===== src/rtl/ps2_pkg.sv =====
// Shared PS/2 definitions: host-transmit FSM encoding and command bytes.
// Used by both the host transmitter and the keyboard receiver.
package ps2_pkg;

  typedef enum logic [2:0] {
    S_IDLE,
    S_INHIBIT,
    S_REQ,
    S_BITS,
    S_ACK,
    S_RELEASE
  } ps2_tx_state_e;

  localparam logic [7:0] PS2_CMD_LEDS   = 8'hED;
  localparam logic [7:0] PS2_CMD_ENABLE = 8'hF4;
  localparam logic [7:0] PS2_CMD_RESET  = 8'hFF;
  localparam logic [7:0] PS2_RSP_ACK    = 8'hFA;

  function automatic logic odd_parity(
    input logic [7:0] d
  );
    return ~^d;
  endfunction

endpackage


===== src/rtl/ps2_tx.sv =====
// PS/2 host-to-device transmitter: inhibit, request-to-send,
// 11-bit serial frame clocked by the device, ack and bus release.
module ps2_tx
  import ps2_pkg::*;
#(
  parameter int INHIBIT_CYCLES = 2500,
  parameter int TIMEOUT_CYCLES = 50000
) (
  input  logic       clock,
  input  logic       reset,
  input  logic [7:0] data,
  input  logic       send,
  output logic       busy,
  output logic       done,
  output logic       error,
  input  logic       ps_clk_i,
  output logic       ps_clk_oe,
  input  logic       ps_dat_i,
  output logic       ps_dat_oe
);

  localparam int CMAX =
    (INHIBIT_CYCLES > TIMEOUT_CYCLES) ?
    INHIBIT_CYCLES : TIMEOUT_CYCLES;
  localparam int CW = $clog2(CMAX + 1);

  localparam logic [CW-1:0] INH_LAST =
    CW'(INHIBIT_CYCLES - 1);
  localparam logic [CW-1:0] TMO_LAST =
    CW'(TIMEOUT_CYCLES - 1);

  logic r_clk_m;
  logic r_clk_s;
  logic r_clk_q;
  logic r_dat_m;
  logic r_dat_s;

  ps2_tx_state_e r_state;
  ps2_tx_state_e w_state_n;

  logic [7:0]    r_data;
  logic [7:0]    w_data_n;
  logic          r_par;
  logic          w_par_n;
  logic [CW-1:0] r_cnt;
  logic [CW-1:0] w_cnt_n;
  logic [3:0]    r_edge;
  logic [3:0]    w_edge_n;
  logic          r_drv;
  logic          w_drv_n;
  logic          r_done;
  logic          w_done_n;
  logic          r_error;
  logic          w_error_n;

  logic w_fall;
  logic w_tmo;
  logic w_dat_oe;

  assign w_fall = r_clk_q & ~r_clk_s;
  assign w_tmo  = (r_cnt == TMO_LAST);

  always_ff @(posedge clock) begin
    if (reset) begin
      r_clk_m <= 1'b1;
      r_clk_s <= 1'b1;
      r_clk_q <= 1'b1;
      r_dat_m <= 1'b1;
      r_dat_s <= 1'b1;
      r_state <= S_IDLE;
      r_data  <= '0;
      r_par   <= 1'b0;
      r_cnt   <= '0;
      r_edge  <= '0;
      r_drv   <= 1'b0;
      r_done  <= 1'b0;
      r_error <= 1'b0;
    end else begin
      r_clk_m <= ps_clk_i;
      r_clk_s <= r_clk_m;
      r_clk_q <= r_clk_s;
      r_dat_m <= ps_dat_i;
      r_dat_s <= r_dat_m;
      r_state <= w_state_n;
      r_data  <= w_data_n;
      r_par   <= w_par_n;
      r_cnt   <= w_cnt_n;
      r_edge  <= w_edge_n;
      r_drv   <= w_drv_n;
      r_done  <= w_done_n;
      r_error <= w_error_n;
    end
  end

  always_comb begin
    w_state_n = r_state;
    w_data_n  = r_data;
    w_par_n   = r_par;
    w_cnt_n   = r_cnt + CW'(1);
    w_edge_n  = r_edge;
    w_drv_n   = r_drv;
    w_done_n  = 1'b0;
    w_error_n = 1'b0;

    unique case (r_state)
      S_IDLE: begin
        w_cnt_n  = '0;
        w_edge_n = '0;
        w_drv_n  = 1'b0;
        if (send) begin
          w_data_n  = data;
          w_par_n   = odd_parity(data);
          w_state_n = S_INHIBIT;
        end
      end
      S_INHIBIT: begin
        if (r_cnt == INH_LAST) begin
          w_drv_n   = 1'b1;
          w_state_n = S_REQ;
        end
      end
      S_REQ: begin
        if (w_fall) begin
          w_cnt_n   = '0;
          w_edge_n  = 4'd1;
          w_drv_n   = ~r_data[0];
          w_state_n = S_BITS;
        end else if (w_tmo) begin
          w_error_n = 1'b1;
          w_state_n = S_IDLE;
        end
      end
      S_BITS: begin
        if (w_fall) begin
          w_cnt_n  = '0;
          w_edge_n = r_edge + 4'd1;
          if (r_edge == 4'd9) begin
            w_drv_n   = 1'b0;
            w_state_n = S_ACK;
          end else if (r_edge == 4'd8) begin
            w_drv_n = ~r_par;
          end else begin
            w_drv_n = ~r_data[r_edge[2:0]];
          end
        end else if (w_tmo) begin
          w_error_n = 1'b1;
          w_state_n = S_IDLE;
        end
      end
      S_ACK: begin
        if (w_fall) begin
          w_cnt_n = '0;
          if (!r_dat_s) begin
            w_state_n = S_RELEASE;
          end else begin
            w_error_n = 1'b1;
            w_state_n = S_IDLE;
          end
        end else if (w_tmo) begin
          w_error_n = 1'b1;
          w_state_n = S_IDLE;
        end
      end
      S_RELEASE: begin
        if (r_clk_s && r_dat_s) begin
          w_done_n  = 1'b1;
          w_state_n = S_IDLE;
        end else if (w_tmo) begin
          w_error_n = 1'b1;
          w_state_n = S_IDLE;
        end
      end
      default: begin
        w_state_n = S_IDLE;
      end
    endcase

    // every state entry restarts the shared inhibit/timeout counter
    if (w_state_n != r_state) begin
      w_cnt_n = '0;
    end
  end

  always_comb begin
    w_dat_oe = 1'b0;
    unique case (r_state)
      S_INHIBIT: w_dat_oe = (r_cnt == INH_LAST);
      S_REQ:     w_dat_oe = 1'b1;
      S_BITS:    w_dat_oe = r_drv;
      S_ACK:     w_dat_oe = r_drv;
      default:   w_dat_oe = 1'b0;
    endcase
  end

  assign busy      = (r_state != S_IDLE);
  assign done      = r_done;
  assign error     = r_error;
  assign ps_clk_oe = (r_state == S_INHIBIT);
  assign ps_dat_oe = w_dat_oe;

endmodule


===== config.mk =====
export PLATFORM = sky130hd
export DESIGN_NAME = ps2_tx
export DESIGN_NICKNAME = d
export VERILOG_FILES = /design/src/rtl/ps2_pkg.sv /design/src/rtl/ps2_tx.sv
export SDC_FILE = /design/constraint.sdc
export NUM_CORES = 1
export LEC_CHECK = 0
export BUFFER_PORTS_ARGS = -buffer_cell sky130_fd_sc_hd__buf_2
export CAP_MARGIN = 20
export CORE_ASPECT_RATIO = 0.5
export CORE_MARGIN = 2
export CORE_UTILIZATION = 60
export CTS_BUF_LIST = sky130_fd_sc_hd__clkbuf_8
export DETAILED_ROUTE_END_ITERATION = 8
export PLACE_DENSITY = 0.8
export SKIP_LAST_GASP = 1
export SLEW_MARGIN = 10
export SYNTH_ARGS = -nofsm -noshare
export SYNTH_HDL_FRONTEND = slang
export SYNTH_SLANG_ARGS = --single-unit
export TNS_END_PERCENT = 1

===== constraint.sdc =====
create_clock -name clock -period 2.7 [get_ports clock]
set_clock_uncertainty 0.2 [all_clocks]
set_input_delay 0.54 -clock clock [delete_from_list [all_inputs] [get_ports clock]]
set_output_delay 0.54 -clock clock [all_outputs]
set_load 0.02 [all_outputs]

======== Word-level counts from Yosys, hierarchy flattened ========
Index checks and enable logic that the tools add are counted.
operators by class
  add/subtract/negate cells ............... 2
  magnitude comparators ................... 1
  equality and inequality tests ........... 13
  mux-type cells .......................... 31
  bitwise logic cells ..................... 6
  reductions and logical operators ........ 14
operators with widths
  operator                                                               number
  16-bit one-hot mux with 2 select lines                                 1
  3-bit two-way mux                                                      9
  3-bit one-hot mux with 6 select lines                                  1
  16-bit by 1-bit adder with 16-bit output (second input constant)       1
  16-bit by 12-bit == test with 1-bit output (second input constant)     1
  16-bit == test (second input constant)                                 1
  16-bit two-way mux                                                     1
  1-bit two-way mux                                                      12
  4-bit one-hot mux with 3 select lines                                  1
  4-bit == test (second input constant)                                  2
  4-bit two-way mux                                                      2
  2-bit OR reduction                                                     4
  8-bit XNOR reduction                                                   1
  3-bit by 2-bit == test with 1-bit output (second input constant)       2
  3-bit == test (second input constant)                                  2
  1-bit one-hot mux with 3 select lines                                  2
  3-bit nonzero test                                                     2
  1-bit inverter                                                         5
  4-bit by 1-bit adder with 4-bit output (second input constant)         1
  3-bit by 4-bit < comparator with 1-bit output (second input constant)  1
  2-bit != test (second input constant)                                  2
  1-bit one-hot mux with 4 select lines                                  1
  4-bit AND reduction                                                    1
  4-bit nonzero test                                                     1
  10 further kinds                                                       10
word-level totals
  register bits ........................... 40
  input bits .............................. 13
  output and inout bits ................... 5
  logic and storage cells ................. 80

======== Logic depth before layout (Yosys ltp) ========
Gate-level depths: netlist of run 1.
  word-level depth ........................ 7
  mapped depth ............................ 8
  gate-level depth less buffers ........... 7

======== Least setup slack after synthesis of run 1 ========
Ideal clock, no wire load.
  kind .................................... register to output
  start point ............................. reg r_state[0]
  end point ............................... out ps_dat_oe
  arrival time ............................ 1.721 ns
  required time ........................... 1.960 ns
  path slack .............................. 0.239 ns
  stages on the path, launching flop included .. 7
  buffers on the path ..................... 2
  path through ............................ dfxtp_1 clkbuf_1 nor3b_2 nand4_1 or2_0 clkbuf_1 o211ai_1
on the way
  elaborated cells between the ends (all ways) .. 6
  classes of those cells .................. eq/ne: 4; mux: 1; reduce/logical: 1
RTL lines
  what                                      RTL line       RTL
  start, declared                           ps2_tx.sv:38   ps2_tx_state_e r_state;
  start signal, assigned                    ps2_tx.sv:84   r_state <= w_state_n;
  3-bit by 1-bit == test with 1-bit output  n/a
  via ps_clk_oe                             ps2_tx.sv:17   output logic ps_clk_oe,
  1-bit one-hot mux with 3 select lines     ps2_tx.sv:186  unique case (r_state)
  end, declared                             ps2_tx.sv:19   output logic ps_dat_oe
The timed path passes the listed nets, and every way through them passes these cells.

======== Worst setup path in the final report of run 1 ========
  start point ............................. reg r_cnt[0]
  end point ............................... out ps_dat_oe
on the way
  word-level cells in the longest chain between the ends .. 2
RTL lines
  what                                        RTL line       RTL
  start, declared                             ps2_tx.sv:45   logic [CW-1:0] r_cnt;
  start signal, assigned                      ps2_tx.sv:87   r_cnt <= w_cnt_n;
  16-bit by 12-bit == test with 1-bit output  ps2_tx.sv:187  S_INHIBIT: w_dat_oe = (r_cnt == INH_LAST);
  1-bit one-hot mux with 3 select lines       ps2_tx.sv:186
Every way passes these cells.

==> results of run 1 <==
repair_timing:
item | in CTS | in global routing
pin swaps | 0 | 0
resized for setup | 2 | 4
setup endpoints to repair | 1 | 1
buffers inserted | 0 | 1
hold buffers | 0 | 0
path summary, 6_finish.rpt:
check | start | slack, ps | cells after the start | to
max | r_cnt[0] | 130 | 6 | ps_dat_oe
min | r_dat_m | 210 | 1 | r_dat_s
min reg2reg | r_dat_m | 210 | 1 | r_dat_s
max reg2reg | r_state[2] | 280 | 5 | r_cnt[11]
worst max-delay path, stage by stage, from the launching register on:
cell and delay [ps]:
sky130_fd_sc_hd__dfxtp_2 390, sky130_fd_sc_hd__ha_2 240, sky130_fd_sc_hd__nor4b_4 270, sky130_fd_sc_hd__nand4_1 120, sky130_fd_sc_hd__or2_0 250, sky130_fd_sc_hd__o211ai_1 90, sky130_fd_sc_hd__buf_2 190
cell type report:
| class | count | share of cell area [%] |
|---|---|---|
| Multi-Input combinational cell | 198 | 52.9 |
| Sequential cell | 40 | 33.5 |
| Timing Repair Buffer | 27 | 6.69 |
| Clock buffer | 5 | 2.87 |
| Tap cell | 51 | 2.66 |
| Inverter | 6 | 0.940 |
| Clock inverter | 2 | 0.366 |
power by group:
| group | leakage (nW) | switching [W] | internal [W] |
|---|---|---|---|
| clock network | 0.0452 | 0.000197 | 0.000172 |
| logic | 0.515 | 0.0000608 | 0.0000474 |
| registers | 0.326 | 0.0000140 | 0.000606 |
| total | 0.887 | 0.000272 | 0.000825 |
metrics by stage:
step / cell area [um2] / utilization [%] / total power, W / cells / hold WS (ps)
after global placement: 2280 / 66.8 / 0.000737 / 321 / 191
after global routing: 2390 / 70.1 / 0.00115 / 329 / 220
after floorplan: 2140 / - / 0.000711 / 258 / 189
after CTS: 2370 / 69.5 / 0.00110 / 328 / 211
final: 2390 / 70.1 / 0.00110 / 329 / 210
after detailed placement: 2280 / 66.8 / 0.000741 / 321 / 194
cells in the final DEF, fill, tap and decap left out, types with 3 or more instances in the layout:
cell type and n:
sky130_fd_sc_hd__o21ai_0 6, sky130_fd_sc_hd__a211oi_1 3, sky130_fd_sc_hd__a21oi_1 21, sky130_fd_sc_hd__nor3_1 9, sky130_fd_sc_hd__dfxtp_1 38, sky130_fd_sc_hd__buf_2 17
sky130_fd_sc_hd__a32oi_1 3, sky130_fd_sc_hd__inv_1 7, sky130_fd_sc_hd__and4_1 4, sky130_fd_sc_hd__clkbuf_8 5, sky130_fd_sc_hd__nand4_1 5, sky130_fd_sc_hd__nor2_1 25
sky130_fd_sc_hd__nor3b_1 3, sky130_fd_sc_hd__and3_1 3, sky130_fd_sc_hd__xnor2_1 14, sky130_fd_sc_hd__xor2_1 6, sky130_fd_sc_hd__nand2_1 33, sky130_fd_sc_hd__buf_4 10
sky130_fd_sc_hd__ha_1 3, sky130_fd_sc_hd__nand2b_1 5, sky130_fd_sc_hd__and3b_1 3, sky130_fd_sc_hd__or2_2 6, sky130_fd_sc_hd__nand3_1 9, sky130_fd_sc_hd__nor3_2 3
kinds of logic after synthesis:
kind of cell,Yosys count,share of synthesized area [%]
AOI/OAI and AO/OA,52,15.7
xor gates and xnor gates,20,8.20
muxes,2,2.11
and+or+nand+nor,120,29.9
adders and majority gates,4,2.34
DFF,40,37.5
buffers and inverters,20,4.28
registers in the layout (all words and copies together), names as in the netlist:
signal and flops:
r_cnt 16, r_clk_q 1, r_dat_s 1, r_par 1
r_edge 4, r_clk_s 1, r_state 3, r_clk_m 1
r_drv 1, error 1, r_data 8, done 1
r_dat_m 1
per-layer routing:
| metal | part of all wire [%] | track usage (%) | vias to the layer above |
|---|---|---|---|
| met1 | 47 | 28.8 | 871 |
| met4 | 1.3 | 10.6 | 0 |
| li1 | - | - | 957 |
| met3 | 4.7 | 5.56 | 8 |
| met5 | 0 | 0 | - |
| met2 | 47 | 42.3 | 38 |
==> results by stage, run 1 <==
Layout:
- The total number of nets in the final design is around 300.
- The share of cells above drive strength 1 is 18.3%.
- Summing all multi-input logic gate instances after layout gives 1270 um2.
- The sequential cells in the finished layout cover a total of 803 um2.
- The repair_antennas step left the layout with diodes totalling 0.
- The fill cell total of the finished layout is 271.
- From synthesis to final layout, the design area changed by 12.1%.

Placed design:
- The routability-driven placement congestion ratio is 0.851.
- The count of input and output buffers is 17.
- The detailed placement HPWL is 3290 um.
- The setup slack after placement is between 200 and 250 ps.

Synthesis:
- Counting every net in the synthesized netlist gives between 200 and 300.
- The number of warning messages in the yosys log is 0.
- The synthesized design contains 0 enable-type register cells.
- Yosys instantiated no cell more often than sky130_fd_sc_hd__dfxtp_1.
- The cell area after technology mapping is 2140 um2.
- The largest total area in the synthesized netlist belongs to sky130_fd_sc_hd__dfxtp_1.
- The post-synthesis average cell area is 8.28 um2.
- In the synthesized netlist, the cells that appear most often are sky130_fd_sc_hd__dfxtp_1, sky130_fd_sc_hd__nand2_1, sky130_fd_sc_hd__nor2_1.
- The number of instances in the synthesized netlist is 258.
- The synthesized design devotes to its leading area cell type a little under two fifths of total area.
- Yosys attributes the largest share of cell area to sky130_fd_sc_hd__dfxtp_1, sky130_fd_sc_hd__nand2_1, sky130_fd_sc_hd__xnor2_1.
- After synthesis, the netlist uses 48 different library cells.
- For this run, the leading register cell type out of synthesis is sky130_fd_sc_hd__dfxtp_1.
- The portion of the post-synthesis area used by sequential elements is between 30% and 40%.
- In this run, synthesis produced a sequential element count of 40.
- In the synthesized netlist the async set-or-reset flop fraction comes to 0%.

Drt:
- For this run, design rule violations remaining after detail routing come to 0.
- The post-route antenna net violation count is 0.
- The number of search-and-repair iterations in the first detailed-routing pass is 4.
- The count of routing violations after the opening detailed-route iteration is 152.
- The via count normalized by instance count is 5.70.
- Wires add up to 4510 um.
- Summing over every cut layer, the via total after detailed routing is around 1900.
- In the final routed layout, each cell accounts on average for approximately 14 um.

Global routing:
- The via count of the first global-routing pass is 1685.
- Global routing used 24.0% of the available tracks.
- Entering global routing, the biggest net connects 25 pins.
- The aggregate global routing overflow is 0.
- The first global-routing pass estimated 7410 um of wire.
- The number of antenna violations at the first check in global routing is 0.

CTS:
- For this design, the sink count on the clock tree is 40.
- TritonCTS built the clock tree.
- The cell sitting at the root of the clock tree is a sky130_fd_sc_hd__clkbuf_8.
- The clock insertion delay at the later pin of the skew report is a little under 300 ps.
- No sink is reached through more buffers than the 2 on the longest clock path.
- The number of buffers created by CTS is 5.
- After clock tree synthesis, the clock-pin slew on the worst setup and hold paths is around 70 ps.
- The H-tree generated during clock tree synthesis spans 2 levels.

STA:
- The transition time at the pin with the least slew margin is ~550 ps.
- Setup repair after global routing left no endpoint under its margin.
- Setup violations remaining at the end of the flow were counted as 0.
- The worst path uses 95.2% of the clock period.
- The final-layout setup total negative slack is 0 ps.
- The final-report hold violation count is 0.
- The smallest setup slack after layout is 130 ps.
- Counting I/O delays and the setup requirement, the final critical path takes 2570 ps.
- Headroom to the max-slew limit came out at around 63%.
- The fmax is 389 MHz.
- The number of max-slew violations in the final report came to 0.

Pwr:
- In this run the static leakage power is roughly 0.89 nW.
- Dividing total power by cell area gives a power density of 458 nW/um2.
- The maximum vdd drop is 0.263 mV.

Floorplan:
- The chip height is around 46 um.
- The die covers 4080 um2.
- The core region is between 3000 and 4000 um2.
- The floorplan row count is 15.
- The I/O pin total is 18.
- Once the floorplan was initialized, standard cells occupied 62.5% of the core.
- The die is 88.4 um wide.

Worst hold path:
- The path type of the worst min-delay path is register to register.

Critical path:
- The required time at the endpoint of the critical path is 1960 ps.
- The highest net fanout along the worst path is 6.
- The data arrival time at the worst-slack endpoint is 1830 ps.
- The critical path is of the register to primary output type.
- The sort of element at the start of the critical path is a register.
- The worst setup path is captured at a primary output.

Status:
- The run finished with clean final reports.

Run:
- The number of maximum-capacitance constraint violations is 0.
Power figures use the tool's default switching activity.
==> run 2, diff against run 1 <==
- CORE_ASPECT_RATIO: 0.5 -> default
- PLACE_DENSITY: 0.8 -> default
- PLACE_DENSITY_LB_ADDON: default -> 0.05
==> results by stage, run 2 (same netlist as run 1, synthesis figures left out) <==
Status:
- The run finished with clean final reports.

Run:
- The number of maximum-capacitance constraint violations is 0.

Drt:
- The count of routing violations after the opening detailed-route iteration is roughly 170.
- In the final routed layout, each cell accounts on average for roughly 14 um.
- The routed layout has between 1500 and 2000 vias.
- The number of search-and-repair iterations in the first detailed-routing pass is 4.
- The number of remaining DRC errors is 0.
- The detail route stage leaves a number of antenna-violating nets equal to 0.
- The total routed wirelength is 4630 um.
- Using the TritonRoute via totals, the vias-per-cell ratio works out to around 5.9.

Layout:
- The total number of nets in the final design is 296.
- The library cell used most frequently in the layout, excluding fill and tap cells, is sky130_fd_sc_hd__dfxtp_1.
- Once layout is complete, the cells apart from fillers number 326.
- Cells with a size suffix above 1 make up 18.9% of the layout.
- The register with the highest flop count is r_cnt.
- The number of diodes added for antenna fixing is 0.
- Leaving out fill and tap cells, the most frequent cells in the layout are sky130_fd_sc_hd__dfxtp_1, sky130_fd_sc_hd__nand2_1, sky130_fd_sc_hd__nor2_1, sky130_fd_sc_hd__a21oi_1, sky130_fd_sc_hd__buf_2.
- The area added between synthesis and finish is 14.9%.
- In the final layout, the multi-input gates occupy 1280 um2.
- The sequential cell area is between 800 and 900 um2.
- The register with the most flip-flops in the layout has 16 of them.
- In the final layout, the registers with the most flip-flops are r_cnt (16), r_data (8), r_edge (4).
- Counting the fill cells in the layout gives 275.

Critical path:
- The highest net fanout along the worst path is 5.
- The element type at the critical path end is a primary output.
- The depth of the worst register-to-register path is 7.
- The path type of the worst setup path is register to primary output.
- The required time at the endpoint of the critical path is 1960 ps.
- STA puts the critical path data arrival time at 1820 ps.
- The sort of element at the start of the critical path is a register.
- The worst setup slack for register-to-register paths is 350 ps.

Global routing:
- Entering global routing, the biggest net connects 25 pins.
- The via count of the first global-routing pass came to 1727.
- The first global-routing pass estimated 7980 um of wire.
- The aggregate global routing overflow is 0.
- The number of antenna violations at the first check in global routing is 0.
- The total routing resource utilization after global routing is approximately a quarter.

CTS:
- The total clock sinks is 40.
- The number of buffers created by CTS is 5.
- The number of buffers on the longest clock path is 2.
- The cell sitting at the root of the clock tree is a sky130_fd_sc_hd__clkbuf_8.
- The clock insertion delay at the later pin of the skew report is 300 ps.
- After clock tree synthesis, the clock-pin slew on the worst setup and hold paths is 70 ps.
- CTS built an H-tree with a depth of 2.
- For this design, the CTS-stage hold fixing added 0 buffers.
- The CTS tree is done.

Placed design:
- The count of input and output buffers is 17.
- The detailed placement HPWL is ~3200 um.
- The routability-driven placement congestion ratio is around 0.88.
- The number of placed instances, taps included is 317.

Floorplan:
- The initial core utilization is 63.0%.
- The die is 63.7 um wide.
- The floorplan has 21 rows.
- The area of the core is 3390 um2.
- The I/O pin total is 18.
- The chip height is 63.7 um.
- The floorplan step defined a die boundary enclosing 4050 um2.

STA:
- The worst pin sits at a relative slew slack of between 60 and 70%.
- The number of max-slew violations in the final report is 0.
- Setup repair after global routing left no endpoint under its margin.
- The final-report hold violation count is 0.
- The final-layout setup total negative slack is 0 ps.
- For the pin with the worst max-slew slack, the measured transition is approximately 560 ps.
- The worst path uses 94.9% of the clock period.
- Timing would allow up to 390 MHz.
- The time the final worst path needs with I/O delays and setup is 2560 ps.
- Setup violations remaining at the end of the flow were counted as 0.

Pwr:
- Total power for the finished layout comes to about 0.0013 W.
- The maximum vdd drop is 0.346 mV.
- For this design the ratio of total power to cell area is about 520 nW/um2.
- For this design the static power due to leakage is between 0.9 and 1 nW.

Worst hold path:
- The path type of the worst min-delay path is input port to register.
- The worst hold path passes through 2 cells.
run 2: per-stage QoR:
step	instance area [um2]	hold WS, ps	util [%]	setup slack [ps]
floorplan	2140	189	-	239
global placement	2280	208	67.4	250
detailed placement	2280	205	67.4	179
CTS	2420	215	71.5	29.0
global route	2450	232	72.4	40.3
finish	2450	221	72.4	138
run 2: worst paths after layout:
| path | startpoint | to |
|---|---|---|
| hold reg to reg | r_dat_m | r_dat_s |
| setup reg to reg | r_cnt[1] | r_cnt[7] |
| setup / recovery | r_cnt[1] | ps_dat_oe |
| hold / removal | ps_dat_i | r_dat_m |
run 2: metal layers:
layer,GRT usage [%],up-vias,wire [um]
met4,10.6,0,95
met1,34.4,895,2130
met5,0,-,0
met2,38.2,74,2080
met3,5.54,12,316
li1,-,956,-
run 2: worst max-delay path: stages, from the launching register on:
cell,delay (ps)
sky130_fd_sc_hd__dfxtp_1,430
sky130_fd_sc_hd__ha_4,190
sky130_fd_sc_hd__nor4b_4,230
sky130_fd_sc_hd__nand4_1,120
sky130_fd_sc_hd__or2_0,270
sky130_fd_sc_hd__o211ai_1,100
sky130_fd_sc_hd__buf_2,180
run 2: power by group:
group	leakage, nW	total (W)	switching [W]	internal [W]
sequential	0.326	0.000617	0.0000113	0.000606
combinational	0.521	0.000114	0.0000658	0.0000478
clock	0.0645	0.000537	0.000210	0.000326
total	0.911	0.00127	0.000288	0.000980
run 2: layout make-up:
cell class,instances,area share (%)
clock inverter,1,1.22
inverter,6,0.918
tap,46,2.35
timing repair buffer,28,6.83
clock buffer,7,3.93
multi-input combinational,198,52.1
sequential,40,32.7
run 2: repair_timing:
action,CTS,global route
endpoints found under the hold margin,0,0
setup buffers,0,1
gates resized for setup,3,3
endpoints found under the setup margin,1,1
gates cloned,0,0
